$ cat src/rtl/axi_read_arbiter_if.sv
// Signal bundle between the refill requesters, the read arbiter and the AXI read port.
// The arbiter takes the slave view; requesters plus AXI bridge together take the master view.
interface axi_read_arbiter_if #(
    parameter int NUM_M  = 3,
    parameter int ADDR_W = 32,
    parameter int DATA_W = 32
);
    logic [NUM_M*ADDR_W-1:0] m_araddr_i;
    logic [NUM_M*4-1:0]      m_arlen_i;
    logic [NUM_M-1:0]        m_arvalid_i;
    logic [NUM_M-1:0]        m_arready_o;
    logic [DATA_W-1:0]       m_rdata_o;
    logic [NUM_M-1:0]        m_rvalid_o;
    logic [NUM_M-1:0]        m_rlast_o;
    logic [NUM_M-1:0]        m_rready_i;

    logic [ADDR_W-1:0]       axi_araddr_o;
    logic [3:0]              axi_arlen_o;
    logic [2:0]              axi_arsize_o;
    logic [1:0]              axi_arburst_o;
    logic                    axi_arvalid_o;
    logic                    axi_arready_i;
    logic [DATA_W-1:0]       axi_rdata_i;
    logic                    axi_rvalid_i;
    logic                    axi_rlast_i;
    logic                    axi_rready_o;

    modport slave (
        input  m_araddr_i, m_arlen_i, m_arvalid_i, m_rready_i,
               axi_arready_i, axi_rdata_i, axi_rvalid_i, axi_rlast_i,
        output m_arready_o, m_rdata_o, m_rvalid_o, m_rlast_o,
               axi_araddr_o, axi_arlen_o, axi_arsize_o, axi_arburst_o,
               axi_arvalid_o, axi_rready_o
    );

    modport master (
        output m_araddr_i, m_arlen_i, m_arvalid_i, m_rready_i,
               axi_arready_i, axi_rdata_i, axi_rvalid_i, axi_rlast_i,
        input  m_arready_o, m_rdata_o, m_rvalid_o, m_rlast_o,
               axi_araddr_o, axi_arlen_o, axi_arsize_o, axi_arburst_o,
               axi_arvalid_o, axi_rready_o
    );
endinterface

$ cat src/rtl/axi_read_arbiter.sv
// Shares one AXI read channel between dcache refill, icache refill and the prefetcher.
// Fixed priority with a starvation guard for the last (prefetch) master; one burst in flight.
module axi_read_arbiter #(
    parameter int NUM_M        = 3,
    parameter int STARVE_LIMIT = 16,
    parameter int ADDR_W       = 32,
    parameter int DATA_W       = 32
) (
    input  logic              clock,
    input  logic              resetn,
    axi_read_arbiter_if.slave bus,
    output logic [NUM_M-1:0]  grant_o,
    output logic              busy_o,
    output logic              err_o
);
    localparam int WAIT_W   = $clog2(STARVE_LIMIT + 1);
    localparam int IDX_W    = $clog2(NUM_M);
    localparam int STARVE_M = NUM_M - 1;

    typedef enum logic [1:0] {S_IDLE, S_ADDR, S_READ} state_t;

    state_t              state_q, state_d;
    logic [NUM_M-1:0]    grant_q, grant_d;
    logic [ADDR_W-1:0]   addr_q, addr_d;
    logic [3:0]          len_q, len_d;
    logic [3:0]          beat_q, beat_d;
    logic [WAIT_W-1:0]   wait_q, wait_d;
    logic                err_q, err_d;

    logic [NUM_M-1:0]    winner;
    logic [IDX_W-1:0]    win_idx;
    logic                beat;

    // The starved prefetcher overrides priority; otherwise the lowest requesting index wins.
    always_comb begin
        winner  = '0;
        win_idx = '0;
        if (wait_q == WAIT_W'(STARVE_LIMIT) && bus.m_arvalid_i[STARVE_M]) begin
            winner[STARVE_M] = 1'b1;
            win_idx          = IDX_W'(STARVE_M);
        end else begin
            for (int m = NUM_M - 1; m >= 0; m--) begin
                if (bus.m_arvalid_i[m]) begin
                    winner    = '0;
                    winner[m] = 1'b1;
                    win_idx   = IDX_W'(m);
                end
            end
        end
    end

    always_comb begin
        // NOTE: every output and next-state value gets a default first so no path infers a latch.
        state_d           = state_q;
        grant_d           = grant_q;
        addr_d            = addr_q;
        len_d             = len_q;
        beat_d            = beat_q;
        err_d             = err_q;
        beat              = 1'b0;
        bus.axi_arvalid_o = 1'b0;
        bus.axi_rready_o  = 1'b0;
        bus.m_arready_o   = '0;
        bus.m_rvalid_o    = '0;
        bus.m_rlast_o     = '0;

        case (state_q)
            S_IDLE: begin
                if (|winner) begin
                    addr_d  = bus.m_araddr_i[win_idx*ADDR_W +: ADDR_W];
                    len_d   = bus.m_arlen_i[win_idx*4 +: 4];
                    grant_d = winner;
                    state_d = S_ADDR;
                end
            end
            S_ADDR: begin
                bus.axi_arvalid_o = 1'b1;
                if (bus.axi_arready_i) begin
                    bus.m_arready_o = grant_q;
                    beat_d          = '0;
                    state_d         = S_READ;
                end
            end
            S_READ: begin
                bus.axi_rready_o = |(bus.m_rready_i & grant_q);
                bus.m_rvalid_o   = grant_q & {NUM_M{bus.axi_rvalid_i}};
                bus.m_rlast_o    = grant_q & {NUM_M{bus.axi_rlast_i}};
                beat             = bus.axi_rvalid_i & bus.axi_rready_o;
                if (beat) begin
                    beat_d = beat_q + 4'd1;
                    if (bus.axi_rlast_i) begin
                        if (beat_q != len_q) err_d = 1'b1;
                        grant_d = '0;
                        state_d = S_IDLE;
                    end else if (beat_q == len_q) begin
                        // Slave ran past the requested length; keep draining until rlast.
                        err_d = 1'b1;
                    end
                end
            end
            default: state_d = S_IDLE;
        endcase
    end

    // Prefetch wait counter: counts while it requests without owning the channel.
    always_comb begin
        wait_d = wait_q;
        if (!bus.m_arvalid_i[STARVE_M] || grant_q[STARVE_M] ||
            (state_q == S_IDLE && winner[STARVE_M])) begin
            wait_d = '0;
        end else if (wait_q != WAIT_W'(STARVE_LIMIT)) begin
            wait_d = wait_q + 1'b1;
        end
    end

    always_ff @(posedge clock or negedge resetn) begin
        if (!resetn) begin
            state_q <= S_IDLE;
            grant_q <= '0;
            addr_q  <= '0;
            len_q   <= '0;
            beat_q  <= '0;
            wait_q  <= '0;
            err_q   <= 1'b0;
        end else begin
            // NOTE: non-blocking assignments so every register samples pre-edge values.
            state_q <= state_d;
            grant_q <= grant_d;
            addr_q  <= addr_d;
            len_q   <= len_d;
            beat_q  <= beat_d;
            wait_q  <= wait_d;
            err_q   <= err_d;
        end
    end

    assign bus.axi_araddr_o  = addr_q;
    assign bus.axi_arlen_o   = len_q;
    assign bus.axi_arsize_o  = 3'b010;
    assign bus.axi_arburst_o = 2'b01;
    assign bus.m_rdata_o     = DATA_W'(bus.axi_rdata_i);
    assign grant_o           = grant_q;
    assign busy_o            = (state_q != S_IDLE);
    assign err_o             = err_q;
endmodule

$ cat src/flat_wrapper.sv
// flat-port wrapper written by rule: the top's interface ports become plain ports
module axi_read_arbiter_flat 
#(
    parameter int NUM_M        = 3,
    parameter int STARVE_LIMIT = 16,
    parameter int ADDR_W       = 32,
    parameter int DATA_W       = 32
)
  (clock, resetn, grant_o, busy_o, err_o, bus_m_araddr_i, bus_m_arlen_i, bus_m_arvalid_i, bus_m_rready_i, bus_axi_arready_i, bus_axi_rdata_i, bus_axi_rvalid_i, bus_axi_rlast_i, bus_m_arready_o, bus_m_rdata_o, bus_m_rvalid_o, bus_m_rlast_o, bus_axi_araddr_o, bus_axi_arlen_o, bus_axi_arsize_o, bus_axi_arburst_o, bus_axi_arvalid_o, bus_axi_rready_o);
  axi_read_arbiter_if #(.NUM_M(NUM_M), .ADDR_W(ADDR_W), .DATA_W(DATA_W)) bus_i ();
  input  logic clock;
  input  logic resetn;
  output logic [NUM_M-1:0] grant_o;
  output logic busy_o;
  output logic err_o;
  input wire logic [$bits(bus_i.m_araddr_i)-1:0] bus_m_araddr_i;
  input wire logic [$bits(bus_i.m_arlen_i)-1:0] bus_m_arlen_i;
  input wire logic [$bits(bus_i.m_arvalid_i)-1:0] bus_m_arvalid_i;
  input wire logic [$bits(bus_i.m_rready_i)-1:0] bus_m_rready_i;
  input wire logic [$bits(bus_i.axi_arready_i)-1:0] bus_axi_arready_i;
  input wire logic [$bits(bus_i.axi_rdata_i)-1:0] bus_axi_rdata_i;
  input wire logic [$bits(bus_i.axi_rvalid_i)-1:0] bus_axi_rvalid_i;
  input wire logic [$bits(bus_i.axi_rlast_i)-1:0] bus_axi_rlast_i;
  output wire logic [$bits(bus_i.m_arready_o)-1:0] bus_m_arready_o;
  output wire logic [$bits(bus_i.m_rdata_o)-1:0] bus_m_rdata_o;
  output wire logic [$bits(bus_i.m_rvalid_o)-1:0] bus_m_rvalid_o;
  output wire logic [$bits(bus_i.m_rlast_o)-1:0] bus_m_rlast_o;
  output wire logic [$bits(bus_i.axi_araddr_o)-1:0] bus_axi_araddr_o;
  output wire logic [$bits(bus_i.axi_arlen_o)-1:0] bus_axi_arlen_o;
  output wire logic [$bits(bus_i.axi_arsize_o)-1:0] bus_axi_arsize_o;
  output wire logic [$bits(bus_i.axi_arburst_o)-1:0] bus_axi_arburst_o;
  output wire logic [$bits(bus_i.axi_arvalid_o)-1:0] bus_axi_arvalid_o;
  output wire logic [$bits(bus_i.axi_rready_o)-1:0] bus_axi_rready_o;
  assign bus_i.m_araddr_i = bus_m_araddr_i;
  assign bus_i.m_arlen_i = bus_m_arlen_i;
  assign bus_i.m_arvalid_i = bus_m_arvalid_i;
  assign bus_i.m_rready_i = bus_m_rready_i;
  assign bus_i.axi_arready_i = bus_axi_arready_i;
  assign bus_i.axi_rdata_i = bus_axi_rdata_i;
  assign bus_i.axi_rvalid_i = bus_axi_rvalid_i;
  assign bus_i.axi_rlast_i = bus_axi_rlast_i;
  assign bus_m_arready_o = bus_i.m_arready_o;
  assign bus_m_rdata_o = bus_i.m_rdata_o;
  assign bus_m_rvalid_o = bus_i.m_rvalid_o;
  assign bus_m_rlast_o = bus_i.m_rlast_o;
  assign bus_axi_araddr_o = bus_i.axi_araddr_o;
  assign bus_axi_arlen_o = bus_i.axi_arlen_o;
  assign bus_axi_arsize_o = bus_i.axi_arsize_o;
  assign bus_axi_arburst_o = bus_i.axi_arburst_o;
  assign bus_axi_arvalid_o = bus_i.axi_arvalid_o;
  assign bus_axi_rready_o = bus_i.axi_rready_o;
  axi_read_arbiter #(.NUM_M(NUM_M), .STARVE_LIMIT(STARVE_LIMIT), .ADDR_W(ADDR_W), .DATA_W(DATA_W)) u_core (.clock(clock), .resetn(resetn), .bus(bus_i), .grant_o(grant_o), .busy_o(busy_o), .err_o(err_o));
endmodule
$ cat config.mk
export PLATFORM = sky130hd
export DESIGN_NAME = axi_read_arbiter_flat
export DESIGN_NICKNAME = d
export VERILOG_FILES = /design/src/rtl/axi_read_arbiter_if.sv /design/src/rtl/axi_read_arbiter.sv /design/src/flat_wrapper.sv
export SDC_FILE = /design/constraint.sdc
export NUM_CORES = 1
export LEC_CHECK = 0
export ABC_AREA = 1
export BUFFER_PORTS_ARGS = -buffer_cell sky130_fd_sc_hd__buf_2
export CORE_ASPECT_RATIO = 0.6
export CORE_MARGIN = 1.5
export CORE_UTILIZATION = 46
export CTS_CLUSTER_SIZE = 30
export DETAILED_ROUTE_END_ITERATION = 10
export PLACE_DENSITY = 0.85
export SYNTH_ARGS = -nofsm -noshare
export SYNTH_HDL_FRONTEND = slang
export SYNTH_SLANG_ARGS = --single-unit
$ cat constraint.sdc
create_clock -name clock -period 2.6 [get_ports clock]
set_input_delay 0.13 -clock clock [delete_from_list [all_inputs] [get_ports clock]]
set_output_delay 0.13 -clock clock [all_outputs]
set_load 0.01 [all_outputs]
# --- Yosys cells after proc, flatten, opt, wreduce, memory -nomap -nowiden ---
# Cells that the tools add are included.
word_totals:
  regBits: 51
  latch_bits: 0
  ram_bits: 0
  rom_bits: 0
  input_bits: 151
  output_inout_bits: 89
  n_memories: 0
classes:
  addsub: 2
  multipliers: 0
  n_div: 0
  n_lt_le_gt_ge: 0
  n_eq_ne: 11
  shifts: 2
  n_mux: 32
  bitwise_logic: 4
  reduce_logical: 18
op_table:
  columns: ["cell", "count"]
  rows:
  - ["$shiftx A96 B8 Y32", 1]
  - ["$mux W3", 10]
  - ["$mux W2", 9]
  - ["$reduce_and A4 Y1", 3]
  - ["$shiftx A12 B5 Y4", 1]
  - ["$mux W5", 2]
  - ["$reduce_bool A2 Y1", 5]
  - ["$and A3 B3 Y3", 3]
  - ["$mux W4", 2]
  - ["$pmux W4 S2", 1]
  - ["$mux W1", 6]
  - ["$ne A2 B1 Y1 const B", 3]
  - ["$pmux W2 S3", 1]
  - ["$pmux W3 S2", 1]
  - ["$reduce_or A3 Y1", 2]
  - ["$add A5 B1 Y5 const B", 1]
  - ["$eq A5 B5 Y1 const B", 1]
  - ["$ne A5 B5 Y1 const B", 1]
  - ["$add A4 B1 Y4 const B", 1]
  - ["$eq A4 B4 Y1", 1]
  - ["$ne A2 B2 Y1 const B", 2]
  - ["$ne A4 B4 Y1", 1]
  - ["$reduce_and A3 Y1", 1]
  - ["$eq A2 B1 Y1 const B", 1]
  - ["7 further kinds", 9]

# --- Depth between registers and ports, before layout ---
# Gate-level depths: netlist of run 1.
depth:
  depth_word: 7
  mapped_depth: 11

# --- Worst setup path after synthesis of run 1 ---
# OpenSTA, ideal clock, no wires.
synth_path:
  kind: "register -> register"
  from: "register u_core.wait_q[0]"
  to: "register u_core.addr_q[9] (netlist: u_core.bus.axi_araddr_o[9])"
  arrival_ps: 1340
  required_ps: 2478
  setup_slack_ps: 1137
  path_stages_with_launch: 12
  n_path_buf: 2
  synth_period_minus_slack_ps: 1463
  path_cell_list: "dfrtp_1 inv_1 ha_1 nand2_1 inv_1 nand3_4 nand2_4 inv_2 buf_6 buf_6 nand3_1 a21oi_1"
synth_between:
  elab_chain_cells: 5
synth_lines:
  columns: ["element", "line_no", "rtl"]
  rows:
  - ["start, declared", "axi_read_arbiter.sv:27", "logic [WAIT_W-1:0] wait_q, wait_d;"]
  - ["start signal, assigned", "axi_read_arbiter.sv:132", "wait_q <= wait_d;"]
  - ["$eq A5 B5 Y1 (*)", "axi_read_arbiter.sv:38", "if (wait_q == WAIT_W'(STARVE_LIMIT) && bus.m_arvalid_i[STARVE_M]) begin"]
  - ["$logic_and A1 B1 Y1 (*)", "axi_read_arbiter.sv:38", null]
  - ["parallel branches: the longest is 3 deep, another holds $shiftx A96 B8 Y32", null, null]
  - ["end signal, assigned", "axi_read_arbiter.sv:129", "addr_q <= addr_d;"]
  - ["end, declared", "axi_read_arbiter.sv:24", "logic [ADDR_W-1:0] addr_q, addr_d;"]
# Every way passes the cells marked *.
# A chain may end at the register's enable or synchronous reset.

# --- Final worst setup path of run 1 ---
layout_path:
  from: "register u_core.wait_q[0]"
  to: "register u_core.addr_q[25] (netlist: u_core.bus.axi_araddr_o[25])"
# The elaborated chain is that of the path after synthesis.

==> run metrics, run 1 <==
initial drt markers=207; area of the die=8440 µm²; Reg2Reg Capture Point=u_core.bus.axi_araddr_o[25]; busiest grt layer=met2; Synth cell types=26; most common cell after layout, fill and taps aside=buf_2; antenna-violating nets left=0; hold crit path type=in -> reg; Hold Buf Count CTS=1; post-synthesis sequential area ratio=35.2%; Final setup viols=0; met2 Usage GRT=39.9%; P&R area growth vs syn=21.8%; number of CTS-inserted buffers=5; Int Pwr=2.34 mW; WP data required=2.81 ns; total net switching power=1.61 mW; Post-Syn Area=3620 µm²; Final Hold Viols=0; relative slew slack=47.1%; CP cell instances=inv_1 > ha_1 > nand2_1 > inv_1 > nand3_4 > nand2_4 > buf_4 > a21oi_1 > a21oi_1; clk root buf=clkbuf_16; Worst Skew=0.00567 ns; Filler cells=712; Initial Util=48.7%; initial antenna violation count=0; hpwl dp=7.67 mm; worst skew pair latency=0.29 ns; Post-CTS Setup Bufs=0; total track usage=24.6%; CTS Buffer Depth=2; WP buf/inv=3; crit path max fanout=24; crit path time final=1.98 ns; Min-Delay Path Depth=2; CTS H-Tree Depth=2; commonest non-fill, non-tap cells in the layout=170 x buf_2, 90 x nand3_1, 86 x inv_1, 76 x nand2_1, 60 x a21oi_1; Max Slew Vio Count=0; CTS tree=built; antenna cells=0; total number of yosys warnings=0; port buffer count=170; largest net degree at the start of global routing=43; via count=3745; global-route wire length before repair=16.9 mm; Setup CP Type=reg -> reg; sw frac=40.8%; power density cells=896 nW/µm²; row count=24; CTS resizes=0; Max Freq=505 MHz; Routed WL=10.4 mm; final net count=794; post-synthesis cell count=517; Leak=2.57 nW; WL/cell=14.0 µm; max incr delay on CP=0.41 ns; CORE AREA=7450 µm²; Slew @ Worst Pin=0.792 ns; routed vias/inst=5.03; setup_tns=0 ns; share of cells above drive strength 1=30.3%; vias in the first global route=3532; clock sinks=51; Crit. End Element=flop; startpoint type of the worst setup path=flop; status=completed; die width=118 µm; met1 global-route usage=33.7%; Clk pwr share=21.4%; cell family with most CP delay=buffers and inverters; Yosys reg bits=51; Crit path arrival time=2.19 ns; hold path endpoint=u_core.state_q[0]; placer's final routability congestion estimate=0.822; # DRC=0; clock-pin slew on the worst setup and hold paths=0.07 ns; io pins=240; Slowest cell on crit path=dfrtp_1; Fin Hold WS=0.0281 ns; Worst R2R Path Depth=9; RSZ-0062 raised after global routing=no; Comb pwr share=44.1%; drt pass-1 iters=5; final global-route overflow total=0; Final Cycle Share=76.2%; post-synthesis average cell area=7.01 µm²; die height=71.7 µm; min-delay src=bus_axi_arready_i; Seq pwr share=34.5%; MaxCap Viol Count=0; r2r setup slk=0.62 ns; VDD IR max=446 µV; GR Util met3=7.09%; Reg-to-Reg Start=u_core.wait_q[0]
## worst max-delay path by stage
stage                      from                     endpoint  slack [ns]  depth (start not counted)
2_1_floorplan  u_core.wait_q[0]   u_core.bus.axi_araddr_o[9]        1.14                         11
5_1_grt        u_core.wait_q[0]  u_core.bus.axi_araddr_o[25]        0.42                          9
3_5_place_dp   u_core.wait_q[0]  u_core.bus.axi_araddr_o[25]        0.62                          9
4_1_cts        u_core.wait_q[0]  u_core.bus.axi_araddr_o[13]        0.62                          9
3_3_place_gp   u_core.wait_q[0]    u_core.bus.axi_arlen_o[0]        0.72                          9
6_report       u_core.wait_q[0]  u_core.bus.axi_araddr_o[25]        0.62                          9
## area by class of cell
| cell class | instances | area [µm²] | area share, % |
|---|---|---|---|
| Multi-Input combinational cell | 316 | 1560 | 35.4 |
| Sequential cell | 51 | 1280 | 28.9 |
| Timing Repair Buffer | 177 | 918 | 20.8 |
| Inverter | 89 | 334 | 7.57 |
| Tap cell | 104 | 130 | 2.95 |
| Clock buffer | 5 | 125 | 2.84 |
| Clock inverter | 3 | 67.6 | 1.53 |
## cell usage after synthesis
library cell,instances,area [µm²]
nand3_2,1,10.0
nor3_1,6,30.0
buf_2,17,85.1
buf_6,9,101
nand2_1,76,285
o21ai_0,4,20.0
inv_2,2,7.51
a21oi_1,60,300
inv_1,86,323
nand3_4,1,17.5
nand2_4,1,11.3
ha_1,3,37.5
nor2_1,43,161
nor2_4,2,22.5
nand3_1,90,450
nand2_2,1,6.26
a21oi_4,1,16.3
conb_1,2,7.51
xnor2_1,1,8.76
o31ai_1,1,7.51
buf_4,38,285
nand3b_1,7,52.6
clkinv_1,1,3.75
dfrtp_1,51,1280
xor2_1,6,52.6
nand4_1,7,43.8
## power by group through the flow
stage | combinational [mW] | sequential [mW] | clock [mW]
2_1_floorplan | 1.03 | 1.46 | 0
3_3_place_gp | 1.69 | 1.36 | 0
3_5_place_dp | 1.75 | 1.37 | 0
4_1_cts | 1.75 | 1.36 | 0.861
5_1_grt | 1.95 | 1.41 | 0.902
6_report | 1.74 | 1.36 | 0.848
## worst reg2reg max path, cell delays in order, from the launching register on
cell,delay [ns]
dfrtp_1,0.41
inv_1,0.10
ha_1,0.16
nand2_1,0.05
inv_1,0.14
nand3_4,0.16
nand2_4,0.23
buf_4,0.33
a21oi_1,0.12
a21oi_1,0.21
## stage by stage
step                setup WS [ns]  power, mW  cells  utilization, %  area (µm²)
floorplan                    1.14       2.49    520               -        3630
global placement            0.724       3.06    736            56.5        4210
detailed placement          0.623       3.11    736            56.5        4210
CTS                         0.624       3.97    745            59.2        4410
global route                0.421       4.25    745            59.2        4410
finish                      0.620       3.96    745            59.2        4410
## state kept, by name (all words and copies together), names as in the netlist
| name | cells |
|---|---|
| u_core.wait_q | 5 |
| u_core.beat_q | 4 |
| u_core.err_o | 1 |
| u_core.grant_o | 3 |
| u_core.bus.axi_arlen_o | 4 |
| u_core.bus.axi_araddr_o | 32 |
| u_core.state_q | 2 |
## cell families (layout without fill, tap and decap cells)
family | Yosys count | count (layout) | synth area share [%]
compound gates | 66 | 66 | 9.50
flops | 51 | 51 | 35.2
other cells | 2 | 5 | 0.207
xor+xnor | 7 | 7 | 1.69
simple gates | 235 | 235 | 30.1
fa+ha+maj | 3 | 3 | 1.04
buf+inv | 153 | 274 | 22.2
## per-layer routing
| layer | vias to the layer above | share of wire (%) |
|---|---|---|
| met1 | 1692 | 45 |
| met2 | 218 | 44 |
| li1 | 1829 | - |
| met3 | 6 | 10 |
| met4 | 0 | 0.77 |
| met5 | - | 0 |
No activity file was read; power rests on OpenSTA's default activity.
==> run 2, diff against run 1 <==
- CORE_UTILIZATION: 46 -> 43
- PLACE_DENSITY: 0.85 -> 0.8
- clock period: 2.6 -> 2.1 ns (I/O delays scaled with it)
==> run metrics, run 2 (same netlist as run 1, synthesis figures left out) <==
Max Freq=556 MHz; port buffer count=170; Tot Pwr=4.85 mW; antenna cells=0; Reg-to-Reg Start=u_core.wait_q[0]; CTS Buffer Depth=2; Crit path arrival time=1.97 ns; MaxCap Viol Count=0; Slew @ Worst Pin=0.811 ns; start point of the critical path=u_core.wait_q[0]; RSZ-0062 raised after global routing=no; CTS tree=built; CP cell instances=inv_1 > ha_1 > nand2_1 > inv_1 > nand3_4 > nand2_4 > buf_12 > nor2_4 > nand3_1 > nand3_1; min-delay src=bus_axi_arready_i; crit path max fanout=23; relative slew slack=45.8%; Crit. End Element=flop; largest net degree at the start of global routing=52; die height=74.1 µm; routed vias/inst=5.14; clock-pin slew on the worst setup and hold paths=0.07 ns; Initial Util=45.2%; Fin Hold WS=0.00374 ns; Final setup viols=0; Slowest cell on crit path=dfrtp_1; power density cells=1090 nW/µm²; initial antenna violation count=0; status=completed; final worst setup slack=0.301 ns; Multi-input gate area=1560 µm²; startpoint type of the worst setup path=flop; row count=25; placed insts=745; hpwl dp=7.96 mm; most common cell after layout, fill and taps aside=buf_2; via count=3872; P&R area growth vs syn=22.5%; Setup CP Type=reg -> reg; Final Hold Viols=0; Reg area=1280 µm²; # DRC=0; die width=122 µm; hold crit path type=in -> reg; Max Slew Vio Count=0; commonest non-fill, non-tap cells in the layout=170 x buf_2, 90 x nand3_1, 86 x inv_1, 76 x nand2_1, 60 x a21oi_1; placer's final routability congestion estimate=0.821; fin cells=754; antenna-violating nets left=0; drt pass-1 iters=6; total track usage=23.3%; worst skew pair latency=0.28 ns; io pins=240; Leak=2.59 nW; WL/cell=14.1 µm; CORE AREA=8010 µm²; pre-CTS setup slack=0.230 ns; VDD IR max=408 µV; max incr delay on CP=0.42 ns; clk root buf=clkbuf_16; Filler cells=770; CTS H-Tree Depth=2; number of CTS-inserted buffers=5; final global-route overflow total=0; area of the die=9000 µm²; global-route wire length before repair=16.7 mm; final net count=799; Routed WL=10.6 mm; crit path time final=1.80 ns; Worst Skew=0.00452 ns; Final Cycle Share=85.7%; initial drt markers=192; WP data required=2.27 ns; max reg flops=32; vias in the first global route=3490; clock sinks=51; setup_tns=0 ns; share of cells above drive strength 1=30.8%
## run 2: cell count changes in the layout (fill, tap and decap cells not counted)
cell,previous run,this run
buf_4,5,10
bufinv_16,2,1
clkbuf_8,0,1
clkinv_2,0,1
clkinvlp_4,1,0
inv_2,2,1
inv_4,0,1
## run 2: stage by stage
stage / cell area (µm²) / utilization [%]
2_1_floorplan: 3630 / -
3_3_place_gp: 4250 / 53.1
3_5_place_dp: 4250 / 53.1
4_1_cts: 4440 / 55.4
5_1_grt: 4440 / 55.4
6_report: 4440 / 55.4
## run 2: worst paths after layout
| path | endpoint | slack (ns) | depth (start not counted) |
|---|---|---|---|
| max | u_core.bus.axi_araddr_o[2] | 0.30 | 10 |
| min | u_core.state_q[0] | 0.004 | 2 |
| max reg2reg | u_core.bus.axi_araddr_o[2] | 0.30 | 10 |
| min reg2reg | u_core.err_o | 0.49 | 2 |
| max in group asynchronous | u_core.bus.axi_araddr_o[26] | 1.18 | 3 |
| min in group asynchronous | u_core.bus.axi_araddr_o[12] | 0.47 | 3 |
## run 2: report_power, final
part	internal [mW]	switching [mW]
sequential	1.39	0.286
clock	0.593	0.357
combinational	0.850	1.37
## run 2: critical path: cells and delay by family (launching register included)
family,cells,cell delay [ns]
simple gates,6,0.68
buf+inv,3,0.44
flops,1,0.42
fa+ha+maj,1,0.15
## run 2: metal layers
metal | global-route usage [%] | vias up | part of all wire (%)
li1 | - | 1848 | -
met3 | 6.06 | 8 | 9.8
met4 | 3.79 | 0 | 0.48
met1 | 31.4 | 1777 | 44
met5 | 0 | - | 0
met2 | 39.0 | 239 | 46
## run 2: repair_timing
item | 4_1_cts | 5_1_grt
resized for setup | 0 | 2
endpoints found under the setup margin | 0 | 5
buffers inserted | 0 | 0
hold buffers | 1 | 0
endpoints found under the hold margin | 51 | 0
## run 2: cell type report
class                           count  share of cell area (%)
Clock buffer                        6                    3.13
Inverter                           89                    7.58
Timing Repair Buffer              182                    21.5
Tap cell                          108                    3.04
Sequential cell                    51                    28.8
Multi-Input combinational cell    316                    35.2
Clock inverter                      2                   0.789
